===== config.mk =====
export PLATFORM = sky130hd
export DESIGN_NAME = fetch_pc_gen
export DESIGN_NICKNAME = d
export VERILOG_FILES = /design/src/rtl/fetch_pc_gen.sv
export SDC_FILE = /design/constraint.sdc
export NUM_CORES = 1
export LEC_CHECK = 0
export BUFFER_PORTS_ARGS = -buffer_cell sky130_fd_sc_hd__buf_2
export CAP_MARGIN = 0
export CORE_MARGIN = 2
export CORE_UTILIZATION = 45
export DETAILED_ROUTE_END_ITERATION = 10
export PLACE_DENSITY = 0.77
export SLEW_MARGIN = 20
export SYNTH_ARGS = -nofsm -noshare
export SYNTH_HDL_FRONTEND = slang
export SYNTH_SLANG_ARGS = --single-unit

===== constraint.sdc =====
create_clock -name clk -period 4.8 [get_ports clk]
set_clock_uncertainty 0.15 [all_clocks]
set_input_delay 0.96 -clock clk [delete_from_list [all_inputs] [get_ports clk]]
set_output_delay 0.96 -clock clk [all_outputs]
set_load 0.005 [all_outputs]

===== src/rtl/fetch_pc_gen.sv =====
// -----------------------------------------------------------------------------
// fetch_pc_gen
// IF-stage next-PC generator. Holds the architectural fetch PC, presents it to
// the BTB and instruction memory, selects the next PC (EX redirect, BTB
// predicted target, or PC+4) and registers the fetched PC together with its
// prediction into the IF/ID slot.
//
// Optional feature: define FETCH_BHT_EN to qualify BTB hits with a table of
// 2-bit saturating direction counters. Without it a BTB hit is always taken.
// -----------------------------------------------------------------------------
module fetch_pc_gen #(
  parameter logic [31:0] RESET_PC    = 32'h0000_0000,
  parameter int          BHT_ENTRIES = 256
) (
  input  logic        clk,
  input  logic        rst,
  input  logic        stall_if,
  output logic        imem_req,
  output logic [31:0] imem_addr,
  input  logic        imem_gnt,
  output logic [31:0] btb_pc,
  input  logic        btb_hit,
  input  logic [31:0] btb_target,
  input  logic        redirect_en,
  input  logic [31:0] redirect_pc,
  input  logic        bht_upd_en,
  input  logic [31:0] bht_upd_pc,
  input  logic        bht_upd_taken,
  output logic        fd_valid,
  output logic [31:0] fd_pc,
  output logic        fd_pred_taken,
  output logic [31:0] fd_pred_target
);

  typedef enum logic [1:0] {
    ST_BOOT = 2'd0,
    ST_RUN  = 2'd1,
    ST_HOLD = 2'd2
  } state_t;

  state_t      state_q, state_d;

  logic [31:0] pc_q, pc_d;
  logic        fd_valid_q, fd_valid_d;
  logic [31:0] fd_pc_q, fd_pc_d;
  logic        fd_pred_taken_q, fd_pred_taken_d;
  logic [31:0] fd_pred_target_q, fd_pred_target_d;

  logic        pred_taken;
  logic [31:0] pred_next;
  logic [31:0] pc_plus4;
  logic        accept;

  // Low address bits of targets are forced to word alignment, so they are dropped.
  logic        unused_low_bits;
  assign unused_low_bits = ^{btb_target[1:0], redirect_pc[1:0]};

  // ---------------------------------------------------------------------------
  // Direction prediction
  // ---------------------------------------------------------------------------
`ifdef FETCH_BHT_EN
  localparam int IDX_W = $clog2(BHT_ENTRIES);

  logic [1:0]       bht_q [BHT_ENTRIES];
  logic [IDX_W-1:0] lkp_idx;
  logic [IDX_W-1:0] upd_idx;

  assign lkp_idx = pc_q[IDX_W+1:2];
  assign upd_idx = bht_upd_pc[IDX_W+1:2];

  // Only the index bits of the update PC select a counter.
  logic unused_bht_pc;
  assign unused_bht_pc = ^{bht_upd_pc[31:IDX_W+2], bht_upd_pc[1:0]};

  // Lookup reads the registered table, so a same-cycle update is not visible.
  assign pred_taken = btb_hit && bht_q[lkp_idx][1];

  // Saturating counter update from resolved conditional branches.
  always_ff @(posedge clk or posedge rst) begin
    if (rst) begin
      // NOTE: this table is reset entry by entry because predictions must start
      // weakly not-taken; that costs a reset on every counter, which is why it
      // is built from flops rather than an SRAM macro.
      for (int i = 0; i < BHT_ENTRIES; i++) begin
        bht_q[i] <= 2'b01;
      end
    end else if (bht_upd_en) begin
      if (bht_upd_taken) begin
        if (bht_q[upd_idx] != 2'b11) bht_q[upd_idx] <= bht_q[upd_idx] + 2'b01;
      end else begin
        if (bht_q[upd_idx] != 2'b00) bht_q[upd_idx] <= bht_q[upd_idx] - 2'b01;
      end
    end
  end
`else
  // Without the BHT every BTB hit is predicted taken and updates are ignored.
  assign pred_taken = btb_hit;

  logic unused_bht;
  assign unused_bht = ^{bht_upd_en, bht_upd_pc, bht_upd_taken};
`endif

  // ---------------------------------------------------------------------------
  // Request and next-PC selection
  // ---------------------------------------------------------------------------
  assign imem_addr = pc_q;
  assign btb_pc    = pc_q;
  assign imem_req  = (state_q == ST_RUN) && !stall_if;
  assign accept    = imem_req && imem_gnt;
  assign pc_plus4  = pc_q + 32'd4;
  assign pred_next = pred_taken ? {btb_target[31:2], 2'b00} : pc_plus4;

  // Next-state logic: redirect always resumes fetching, boot lasts one cycle.
  always_comb begin
    // NOTE: every signal gets a default before the case so no path leaves it
    // unassigned, which would otherwise infer a latch.
    state_d = state_q;
    if (redirect_en) begin
      state_d = ST_RUN;
    end else begin
      unique case (state_q)
        ST_BOOT: state_d = ST_RUN;
        ST_RUN:  state_d = stall_if ? ST_HOLD : ST_RUN;
        ST_HOLD: state_d = stall_if ? ST_HOLD : ST_RUN;
        default: state_d = ST_BOOT;
      endcase
    end
  end

  // PC and IF/ID slot update: redirect > stall > accepted fetch > bubble.
  always_comb begin
    pc_d             = pc_q;
    fd_valid_d       = fd_valid_q;
    fd_pc_d          = fd_pc_q;
    fd_pred_taken_d  = fd_pred_taken_q;
    fd_pred_target_d = fd_pred_target_q;

    if (redirect_en) begin
      // Any grant this cycle is dropped; ID ignores it because fd_valid clears.
      pc_d             = {redirect_pc[31:2], 2'b00};
      fd_valid_d       = 1'b0;
      fd_pred_taken_d  = 1'b0;
      fd_pred_target_d = 32'd0;
    end else if (stall_if) begin
      // ID is full: everything holds.
    end else if (accept) begin
      pc_d             = pred_next;
      fd_valid_d       = 1'b1;
      fd_pc_d          = pc_q;
      fd_pred_taken_d  = pred_taken;
      fd_pred_target_d = pred_taken ? pred_next : 32'd0;
    end else begin
      // ID consumed the slot but nothing new arrived: insert a bubble.
      fd_valid_d       = 1'b0;
    end
  end

  // State, PC and IF/ID slot registers.
  always_ff @(posedge clk or posedge rst) begin
    if (rst) begin
      state_q          <= ST_BOOT;
      pc_q             <= RESET_PC;
      fd_valid_q       <= 1'b0;
      fd_pc_q          <= 32'd0;
      fd_pred_taken_q  <= 1'b0;
      fd_pred_target_q <= 32'd0;
    end else begin
      // NOTE: non-blocking assignments so every register samples the values
      // from before this edge, independent of statement order.
      state_q          <= state_d;
      pc_q             <= pc_d;
      fd_valid_q       <= fd_valid_d;
      fd_pc_q          <= fd_pc_d;
      fd_pred_taken_q  <= fd_pred_taken_d;
      fd_pred_target_q <= fd_pred_target_d;
    end
  end

  assign fd_valid       = fd_valid_q;
  assign fd_pc          = fd_pc_q;
  assign fd_pred_taken  = fd_pred_taken_q;
  assign fd_pred_target = fd_pred_target_q;

endmodule


==> impl_results.md, run 1 <==
* Fmax at 354 MHz
* Vias in the first global route at 4353
* Psw at 0.000666 W
* Setup CP Type: input port to flop
* Post-Place Setup Slack at 1.60 ns
* Placeable Area at between 10000 and 15000 µm²
* Synth warn at 0
* Clk Latency, worst-skew pair at ~0.35 ns
* FP Rows at 38
* Wire length per cell at between 15 and 20 µm
* Switching Fraction at 27.3%
* Synthesis-stage register bit count at 100
* Number of port buffers at 196
* Post-Layout Cell Count at about 790
* RSZ-0062 raised after global routing: no
* H-Tree Depth at 3
* IO Pins at about 240
* Critical-path maximum fanout at 46
* Tightest Pin Transition at a little under 1 ns
* Clock Tree Buf Depth at 2
* First-pass GRT wire length at 22700 µm
* Pwr dens at between 300 and 400 nW/µm²
* Synth Area in Adders at less than 1%
* Clk pin slew, worst setup/hold paths at about 0.060 ns
* Post-Syn Instances at around 500
* CTS Buf Count at 9
* Worst setup EP type: flop
* Initial Util at between 40 and 50%
* Initial antenna violation count at 0
* Top FF cell, synth: dfrtp_1
* Post_cts resized at 0
* Placed Cells at 773
* Number of enable flip-flop cells after synthesis at 0
* Seq pwr share at 44.5%
* Area Overhead vs Synth at 23.5%
* Largest net degree at the start of global routing at 66
* Post-route setup TNS at 0 ns
* LEAKAGE at about 3.1 nW
* Netlist cell types at 51
* Synthesized cell area at between 5000 and 6000 µm²
* Hold buffers post-CTS at 0
* Dpl cell area at 5960 µm²
* Post-synthesis mux area share at between 8 and 9%
* Gr usage total at between 20% and 30%
* Min Tclk post-route at 2.83 ns
* TritonCTS clock tree: yes
* Remaining Overflow, GRT at 0
* Vias per cell at roughly 5.5
* Post-CTS Setup Inserts at 0
* Commonest non-fill, non-tap cell in the layout: buf_2
* Post-synth ARST share at 100%
* Final ANT Viol Nets at 0
* Synth Net Count at about 600
* Root Driver: clkbuf_16
* Slew Limit Fails at 0
* Logic gate share of total power at about a fifth
* Worst EP arrival at just under 3 ns
* Hold Violations, Final at 0
* XOR/XNOR share of the synthesized area at about 3.3%
* Startpoint class of the critical path: input port
* TritonRoute pass-1 iters at 5
* Worst VDD drop at 0.262 mV
* Synth Area in Simple Gates at between 15 and 20%
* Most frequent cells in the layout: buf_2, dfrtp_1, a21oi_1
* Post-synthesis compound-gate area fraction at between 10% and 20%
* Total Die Area at around 12000 µm²
* Vias post-DR at between 4k and 5k
* Final setup viols at 0
* Worst Slack Setup Final at ~2.0 ns
* CP required at roughly 4.9 ns
* Slew HR at 35.3%
* Die width at between 100 and 150 µm
* Sequential share of the synthesized area at between 40% and 50%
* Internal at ~0.0018 W
* Die H at 111 µm
* Syn avg cell area at 10.3 µm²
* Dpl hpwl at ~9600 µm
* Worst hold path type: flop to flop
* GP Congestion at between 0.7 and 0.8
* Final period utilization at about three fifths
* Post-route cell area at approximately 6300 µm²
* Clock group share of total power at between 30% and 40%
* Clock sinks at 100
* Final net count at approximately 750
* Iteration-0 DRC Markers at 266
* Fraction of layout cells with a size suffix above 1 at just over 40%
* # diodes at 0
* Routed WL at about 14000 µm
* Status: completed
* Largest family of logic cells by synthesized area: compound AO/OA/AOI/OAI gates
* Maxcap violations at 0
* Residual DRC at 0
[routing by layer]
metal  up-vias  share of wire (%)  track usage (%)
met1      2109                 41             30.2
met2       196                 48             37.0
met3        21                8.6             6.97
met5         -                  0                0
met4         0                2.0             8.08
li1       2030                  -                -
[sequential cells by signal, indices dropped and copies added (netlist names)]
signal / cells
btb_pc: 32
state_q: 2
fd_pred_target: 32
fd_pc: 32
fd_valid: 1
fd_pred_taken: 1
[metrics by stage]
step	hold slack [ns]	power, W	utilization, %
after global routing	0.342	0.00257	57.5
final	0.332	0.00244	57.5
after detailed placement	0.314	0.00161	54.3
after CTS	0.329	0.00247	57.5
after floorplan	0.324	0.00138	-
after global placement	0.307	0.00158	54.2
[cell families after synthesis]
logic type	after synthesis
flip-flops	100
XOR/XNOR	19
buffers and inverters	77
AO/OA/AOI/OAI	120
adder cells (fa/ha/maj)	4
AND/OR/NAND/NOR	139
multiplexers	38
[worst paths after layout]
check | from | end | slack (ns) | cells after the start
worst min register to register | fd_pred_taken | fd_pred_taken | 0.33 | 1
worst max-delay path | btb_hit | btb_pc[4] | 1.97 | 6
min in group asynchronous | rst | fd_pc[30] | 0.61 | 2
worst min-delay path | fd_pred_taken | fd_pred_taken | 0.33 | 1
worst max register to register | state_q[1] | btb_pc[4] | 2.36 | 8
max in group asynchronous | rst | fd_pred_target[18] | 2.87 | 3
[final cells by class]
| class | instances | area (µm²) |
|---|---|---|
| Multi-Input combinational cell | 320 | 2210 |
| Clock buffer | 12 | 256 |
| Inverter | 10 | 40.0 |
| Fill cell | 957 | 4670 |
| Clock inverter | 4 | 95.1 |
| Tap cell | 140 | 175 |
| Sequential cell | 100 | 2500 |
| Timing Repair Buffer | 203 | 1030 |
[power groups by stage]
| stage | Clock, W | Combinational, W | Sequential [W] |
|---|---|---|---|
| 5_1_grt | 0.000908 | 0.000551 | 0.00111 |
| 2_1_floorplan | 0 | 0.000289 | 0.00109 |
| 4_1_cts | 0.000872 | 0.000507 | 0.00109 |
| 3_3_place_gp | 0 | 0.000490 | 0.00109 |
| 3_5_place_dp | 0 | 0.000504 | 0.00110 |
| 6_report | 0.000855 | 0.000499 | 0.00109 |
[cell usage after synthesis (6+ instances only)]
master | instances | area share (%)
a22o_1 | 27 | 4.6
nand2_1 | 33 | 2.4
buf_2 | 11 | 1.1
dfrtp_1 | 100 | 49
a21oi_1 | 49 | 4.8
o21ai_0 | 14 | 1.4
nor3b_1 | 7 | 1.0
buf_1 | 7 | 0.51
nand3_1 | 22 | 2.2
xnor2_1 | 13 | 2.2
clkbuf_1 | 16 | 1.2
mux2_2 | 34 | 7.5
nor2_1 | 30 | 2.2
buf_4 | 32 | 4.7
inv_1 | 10 | 0.73
nor3_1 | 15 | 1.5
xor2_1 | 6 | 1.0
[worst max-delay path: stages]
cell and delay, ns:
buf_2 0.66, nand2_1 0.14, nor2_2 0.60, buf_4 0.36, a22oi_1 0.10, o211ai_1 0.12
No activity file was read; power rests on OpenSTA's default activity.
==> run 2, diff against run 1 <==
ABC_AREA = 1   (was not set)
CORE_UTILIZATION = 43   (was 45)
clock period = 2.39 ns   (was 4.8 ns; I/O delays follow)
==> run 2 against run 1 <==
  * Via count rose by 16%
  * Routed wire length rose by 9.7%
  * Hold slack got worse by 0.20 ns
  * Worst setup slack got worse by 1.7 ns
  * Cell count rose by 29%
  * Die area rose by 9.2%
  * Total power rose by 96%
  * Global-route usage rose by 0.18 points
  * Largest cell class unchanged
  * Clock power rose by 84%
  * Register-to-register slack got worse by 2.0 ns
  * Flip-flop and latch count did not move
  * Final area rose by 4.5%
==> impl_results.md, run 2 <==
* IO Pins at roughly 240
* Clock group share of total power at 32.8%
* Commonest non-fill, non-tap cell in the layout: nand2_1
* Fraction of layout cells with a size suffix above 1 at 29.2%
* Vias in the first global route at approximately 4.6k
* Final setup viols at 0
* Synth Net Count at roughly 790
* Area Overhead vs Synth at 23.2%
* Iteration-0 DRC Markers at roughly 290
* Wire length per cell at 15.2 µm
* TritonRoute pass-1 iters at 5
* Worst EP arrival at ~2.2 ns
* Most frequent cell after synthesis: nand2_1
* Largest net degree at the start of global routing at just over 100
* Tot Pwr at approximately 0.0048 W
* CP max-delay cell: inv_2
* Slew HR at 61.1%
* Total Die Area at ~13000 µm²
* Initial antenna violation count at 1
* Post_cts resized at 0
* Final ANT Viol Nets at 0
* Synth top area cells: dfrtp_1, nand2_1, nor2_1
* WP buf/inv at 3
* Die H at around 120 µm
* Synth warn at 0
* Dpl cell area at ~6300 µm²
* Routed WL at between 15000 and 20000 µm
* Psw at between 0.001 and 0.0015 W
* Post-synth ARST share at 100%
* Clock sinks at 100
* Synthesized cell area at roughly 5400 µm²
* Residual DRC at 0
* Worst reg-to-reg setup slack at 0.32 ns
* H-Tree Depth at 3
* RSZ-0062 raised after global routing: no
* Critical-path maximum fanout at 42
* Vias per cell at roughly 5
* Min Tclk post-route at between 2 and 2.5 ns
* Logic gate share of total power at 21.7%
* Tightest Pin Transition at 0.582 ns
* Post-CTS Setup Inserts at 0
* Util after Layout at between 50 and 60%
* Setup CP Type: flop to flop
* Hold buffers post-CTS at 0
* Fmax at between 400 and 500 MHz
* Clk pin slew, worst setup/hold paths at approximately 0.07 ns
* Internal at about 0.0033 W
* Final period utilization at between 80 and 90%
* TritonCTS clock tree: yes
* Synthesis-stage register bit count at 100
* Critical path's most frequent cell: nand2_1
* Worst VDD drop at 0.301 mV
* Sequential share of the synthesized area at a little under half
* GP Congestion at a little under 0.9
* Number of enable flip-flop cells after synthesis at 0
* Most frequent cells in the layout: nand2_1, buf_2, dfrtp_1
* CP required at approximately 2.5 ns
* Delay-heaviest family, CP: buffers and inverters
* Post-route setup TNS at 0 ns
* Placeable Area at 12100 µm²
* Gr usage total at between 20% and 30%
* Pwr dens at 727 nW/µm²
* Status: completed
* Final net count at between 900 and 1k
* Remaining Overflow, GRT at 0
* Worst setup EP type: flop
* Syn avg cell area at 7.80 µm²
* Die width at ~120 µm
* Vias post-DR at between 5k and 6k
* FP Rows at 40
* CTS Buf Count at 9
* First-pass GRT wire length at between 20000 and 25000 µm
* Seq pwr share at 45.5%
* # diodes at 0
* Maxcap violations at 0
* Post-synth top cells: nand2_1, dfrtp_1, nor2_1, o21ai_0, inv_1
* Clk Latency, worst-skew pair at around 0.35 ns
* Top FF cell, synth: dfrtp_1
* Slew Limit Fails at 0
* Area leader, netlist: dfrtp_1
* Post-Syn Instances at slightly below 700
* Initial Util at 44.4%
* CP cell instances: ha_1 > inv_1 > nor2_2 > nand2_1 > nand2_1 > inv_2 > buf_12 > nor2_1 > nand2_1 > o21ai_0
* Root Driver: clkbuf_16
* Worst hold path type: input port to async pin
* LEAKAGE at 3.60 nW
* Top cell type's share of synthesized area at 46.7%
* Startpoint class of the critical path: flop
* Post-route cell area at between 6000 and 7000 µm²
* Clock Tree Buf Depth at 2
* Netlist cell types at 31
* Number of port buffers at ~200
* Hold Violations, Final at 0
* Dpl hpwl at 11300 µm
* Switching Fraction at between 30% and 40%
* CP peak stage delay at between 0.4 and 0.5 ns
[run 2: cell types whose count changed after synthesis, sizes merged, moves of 12 or more]
cell   change
a22o      -17
nand2    +195
a21oi     -23
xnor2     -12
mux2      -34
nand3     +14
inv       +41
nor3      -17
nor2      +56
a32o      +13
o21ai     +38
[run 2: worst paths after layout]
| path | start | to | cells after the start |
|---|---|---|---|
| setup reg to reg | state_q[0] | btb_pc[16] | 10 |
| hold reg to reg | fd_pred_target[5] | fd_pred_target[5] | 2 |
| min in group clk | redirect_pc[6] | btb_pc[6] | 3 |
| setup / recovery | state_q[0] | btb_pc[16] | 10 |
| hold / removal | rst | fd_pred_target[1] | 3 |
| max in group asynchronous | rst | fd_pred_target[16] | 3 |
[run 2: layout make-up]
| cell class | count | area, µm² |
|---|---|---|
| well taps | 168 | 210 |
| fillers | 1194 | 5470 |
| clock buffers | 12 | 246 |
| flip-flops and latches | 100 | 2500 |
| repair buffers | 205 | 1090 |
| inverters | 51 | 195 |
| clock inverters | 4 | 72.6 |
| multi-input cells | 474 | 2280 |
[run 2: worst reg2reg max path, cell delays in order (launching register included)]
cell and delay [ns]:
dfrtp_1 0.40, ha_1 0.20, inv_1 0.06, nor2_2 0.04, nand2_1 0.08, nand2_1 0.08, inv_2 0.44, buf_12 0.30
nor2_1 0.06, nand2_1 0.07, o21ai_0 0.07
[run 2: layer usage]
layer	GRT usage [%]	part of all wire (%)
met4	7.63	1.9
met2	35.3	45
met1	34.2	45
met5	0	0.072
met3	4.29	7.1
[run 2: power by group through the flow]
stage	logic (W)	clock network, W	registers (W)
floorplan	0.000601	0	0.00218
global placement	0.00103	0	0.00220
detailed placement	0.00105	0	0.00221
CTS	0.00106	0.00159	0.00218
global route	0.00120	0.00166	0.00222
finish	0.00104	0.00157	0.00218
[run 2: logic make-up (layout without fill, tap and decap cells)]
family	after synthesis	count (layout)	share of synthesized area [%]
flip-flops	100	100	46.7
XOR/XNOR	6	6	0.982
AO/OA/AOI/OAI	111	111	12.7
buffers and inverters	112	272	10.6
AND/OR/NAND/NOR	353	353	28.0
adder cells (fa/ha/maj)	4	4	0.935
[run 2: metrics by stage]
step | worst slack [ns] | std cells | hold WS [ns]
final | 0.316 | 1014 | 0.129
after global routing | 0.136 | 1014 | 0.187
after detailed placement | 0.328 | 998 | 0.310
after floorplan | 0.572 | 686 | 0.315
after global placement | 0.331 | 998 | 0.306
after CTS | 0.319 | 1014 | 0.166
==> run 3, diff against run 2 <==
ABC_AREA = not set   (was 1)
BUFFER_PORTS_ARGS = -buffer_cell sky130_fd_sc_hd__clkbuf_2   (was -buffer_cell sky130_fd_sc_hd__buf_2)
CORE_MARGIN = not set   (was 2)
==> run 3 against run 2 <==
  * The flow now finishes with violations (DRC)
  * Sequential power is essentially flat
  * Flip-flop and latch count is the same
  * Non-clock buffer count grew 11
  * Via count shrank 14%
  * Clock power shrank 11%
  * Critical endpoint is now btb_pc[23]
  * Largest cell class unchanged
==> impl_results.md, run 3 (synthesis results as in run 1) <==
* Status: finished, violations left
* Failing checks: DRC
* Final setup viols at 0
* Dpl cell area at a little over 6000 µm²
* Hold path depth at 3
* Routed WL at ~14000 µm
* Die width at between 100 and 150 µm
* Clock sinks at 100
* Vias in the first global route at between 4k and 5k
* Critical-path maximum fanout at 11
* Post-CTS Setup Inserts at 0
* Slew HR at 65.3%
* Residual DRC at 30
* Post-route cell area at between 6000 and 7000 µm²
* Slew Limit Fails at 0
* Wire length per cell at between 15 and 20 µm
* Post-Place Setup Slack at between 0.1 and 0.15 ns
* Pwr dens at slightly above 700 nW/µm²
* RSZ-0062 raised after global routing: no
* Vias per cell at between 5 and 6
* Largest net degree at the start of global routing at just under 100
* Commonest non-fill, non-tap cell in the layout: clkbuf_2
* Maxcap violations at 0
* Worst Slack Setup Final at 0.214 ns
* Multi-input logic area at 2210 µm²
* Placeable Area at 11500 µm²
* Hold Violations, Final at 0
* Worst reg-to-reg setup slack at around 0.21 ns
* Clk Latency, worst-skew pair at approximately 0.35 ns
* Final net count at around 770
* Vias post-DR at approximately 4.4k
* Most frequent cells in the layout: clkbuf_2, dfrtp_1, a21oi_1
* IO Pins at 235
* Post-route setup TNS at 0 ns
* Number of port buffers at 196
* Area Overhead vs Synth at 25.3%
* Worst setup EP type: flop
* CTS Buf Count at 9
* # diodes at 0
* Initial antenna violation count at 0
* Fillers at a little over 1k
* TritonCTS clock tree: yes
* Clock Tree Buf Depth at 2
* Dpl hpwl at roughly 9700 µm
* H-Tree Depth at 3
* First-pass GRT wire length at between 20000 and 25000 µm
* Die H at 111 µm
* LEAKAGE at 3.15 nW
* Util after Layout at between 50% and 60%
* Final ANT Viol Nets at 0
* Min Tclk post-route at 2.18 ns
* GP Congestion at 0.789
* Gr usage total at roughly a quarter
* Fraction of layout cells with a size suffix above 1 at 41.8%
* Critical hold path startpoint: redirect_pc[12]
* Worst r2r src: btb_pc[4]
* Reg2reg end: btb_pc[23]
* Worst hold endpoint: btb_pc[12]
* Final period utilization at between 90% and 100%
* Iteration-0 DRC Markers at around 380
* Worst EP arrival at 2.23 ns
* Clk pin slew, worst setup/hold paths at 0.07 ns
* Initial Util at 44.4%
* Fmax at around 460 MHz
* Setup CP Type: flop to flop
* FP Rows at 39
* Tot Pwr at 0.00463 W
* CP required at around 2.4 ns
* R2R depth at 5
* Tightest Pin Transition at about 0.52 ns
* Total Die Area at 12300 µm²
* Remaining Overflow, GRT at 0
* Worst hold path type: input port to flop
* Startpoint class of the critical path: flop
* Worst VDD drop at between 0.3 and 0.4 mV
* Register Area at 2500 µm²
* TritonRoute pass-1 iters at 7
* Root Driver: clkbuf_16
-- run 3: changes by cell type in the layout (fill, tap and decap cells not counted), moves of 15 or more --
cell      before  now
a22o_1        10   27
nand2_1      220   33
mux2_2         0   34
a21oi_1       26   49
nor3_1         0   15
clkbuf_2       0  196
o21ai_0       49   14
inv_1         45    9
nor2_1        73   28
buf_2        196    0
-- run 3: repair_timing --
item                                   in CTS  in global routing
endpoints found under the hold margin       3                  0
resized for setup                           0                  1
setup endpoints to repair                   0                  2
hold buffers                                1                  0
-- run 3: stage by stage --
stage,hold slack [ns],instances
after floorplan,0.324,497
after global placement,0.212,788
after detailed placement,0.220,788
after CTS,0.172,805
after global routing,0.191,805
final,0.182,805
-- run 3: area by class of cell --
type | count | area share, %
Sequential cell | 100 | 39.0
Multi-Input combinational cell | 320 | 34.5
Timing Repair Buffer | 216 | 18.7
Clock buffer | 12 | 4.00
Tap cell | 143 | 2.79
Inverter | 10 | 0.644
Clock inverter | 4 | 0.371
-- run 3: how the worst max path moves through the flow --
stage | to | depth (start not counted) | from
after floorplan | fd_pc[10] | 5 | redirect_en
after detailed placement | btb_pc[30] | 6 | btb_pc[2]
after global routing | btb_pc[23] | 5 | btb_pc[2]
after global placement | btb_pc[20] | 6 | btb_pc[2]
final | btb_pc[23] | 5 | btb_pc[4]
after CTS | btb_pc[30] | 6 | btb_pc[2]
-- run 3: layer usage --
metal	vias up	part of all wire, %	wire [µm]	GRT usage, %
met4	0	1.5	203	8.29
met3	14	5.2	723	3.88
met5	-	0	0	0
met1	2120	45	6250	31.2
met2	164	48	6740	38.7
li1	2059	-	-	-
-- run 3: report_power, final --
group | leakage [nW] | total, W | switching (W) | internal [W]
logic | 1.73 | 0.00105 | 0.000490 | 0.000561
registers | 1.28 | 0.00218 | 0.000226 | 0.00196
clock network | 0.142 | 0.00140 | 0.000641 | 0.000761
-- run 3: critical path, stage by stage (launching register included) --
cell and delay [ns]:
dfrtp_1 0.52, nand4_2 0.20, nand4bb_4 0.44, o21a_1 0.27, o311ai_1 0.28, o311ai_1 0.16
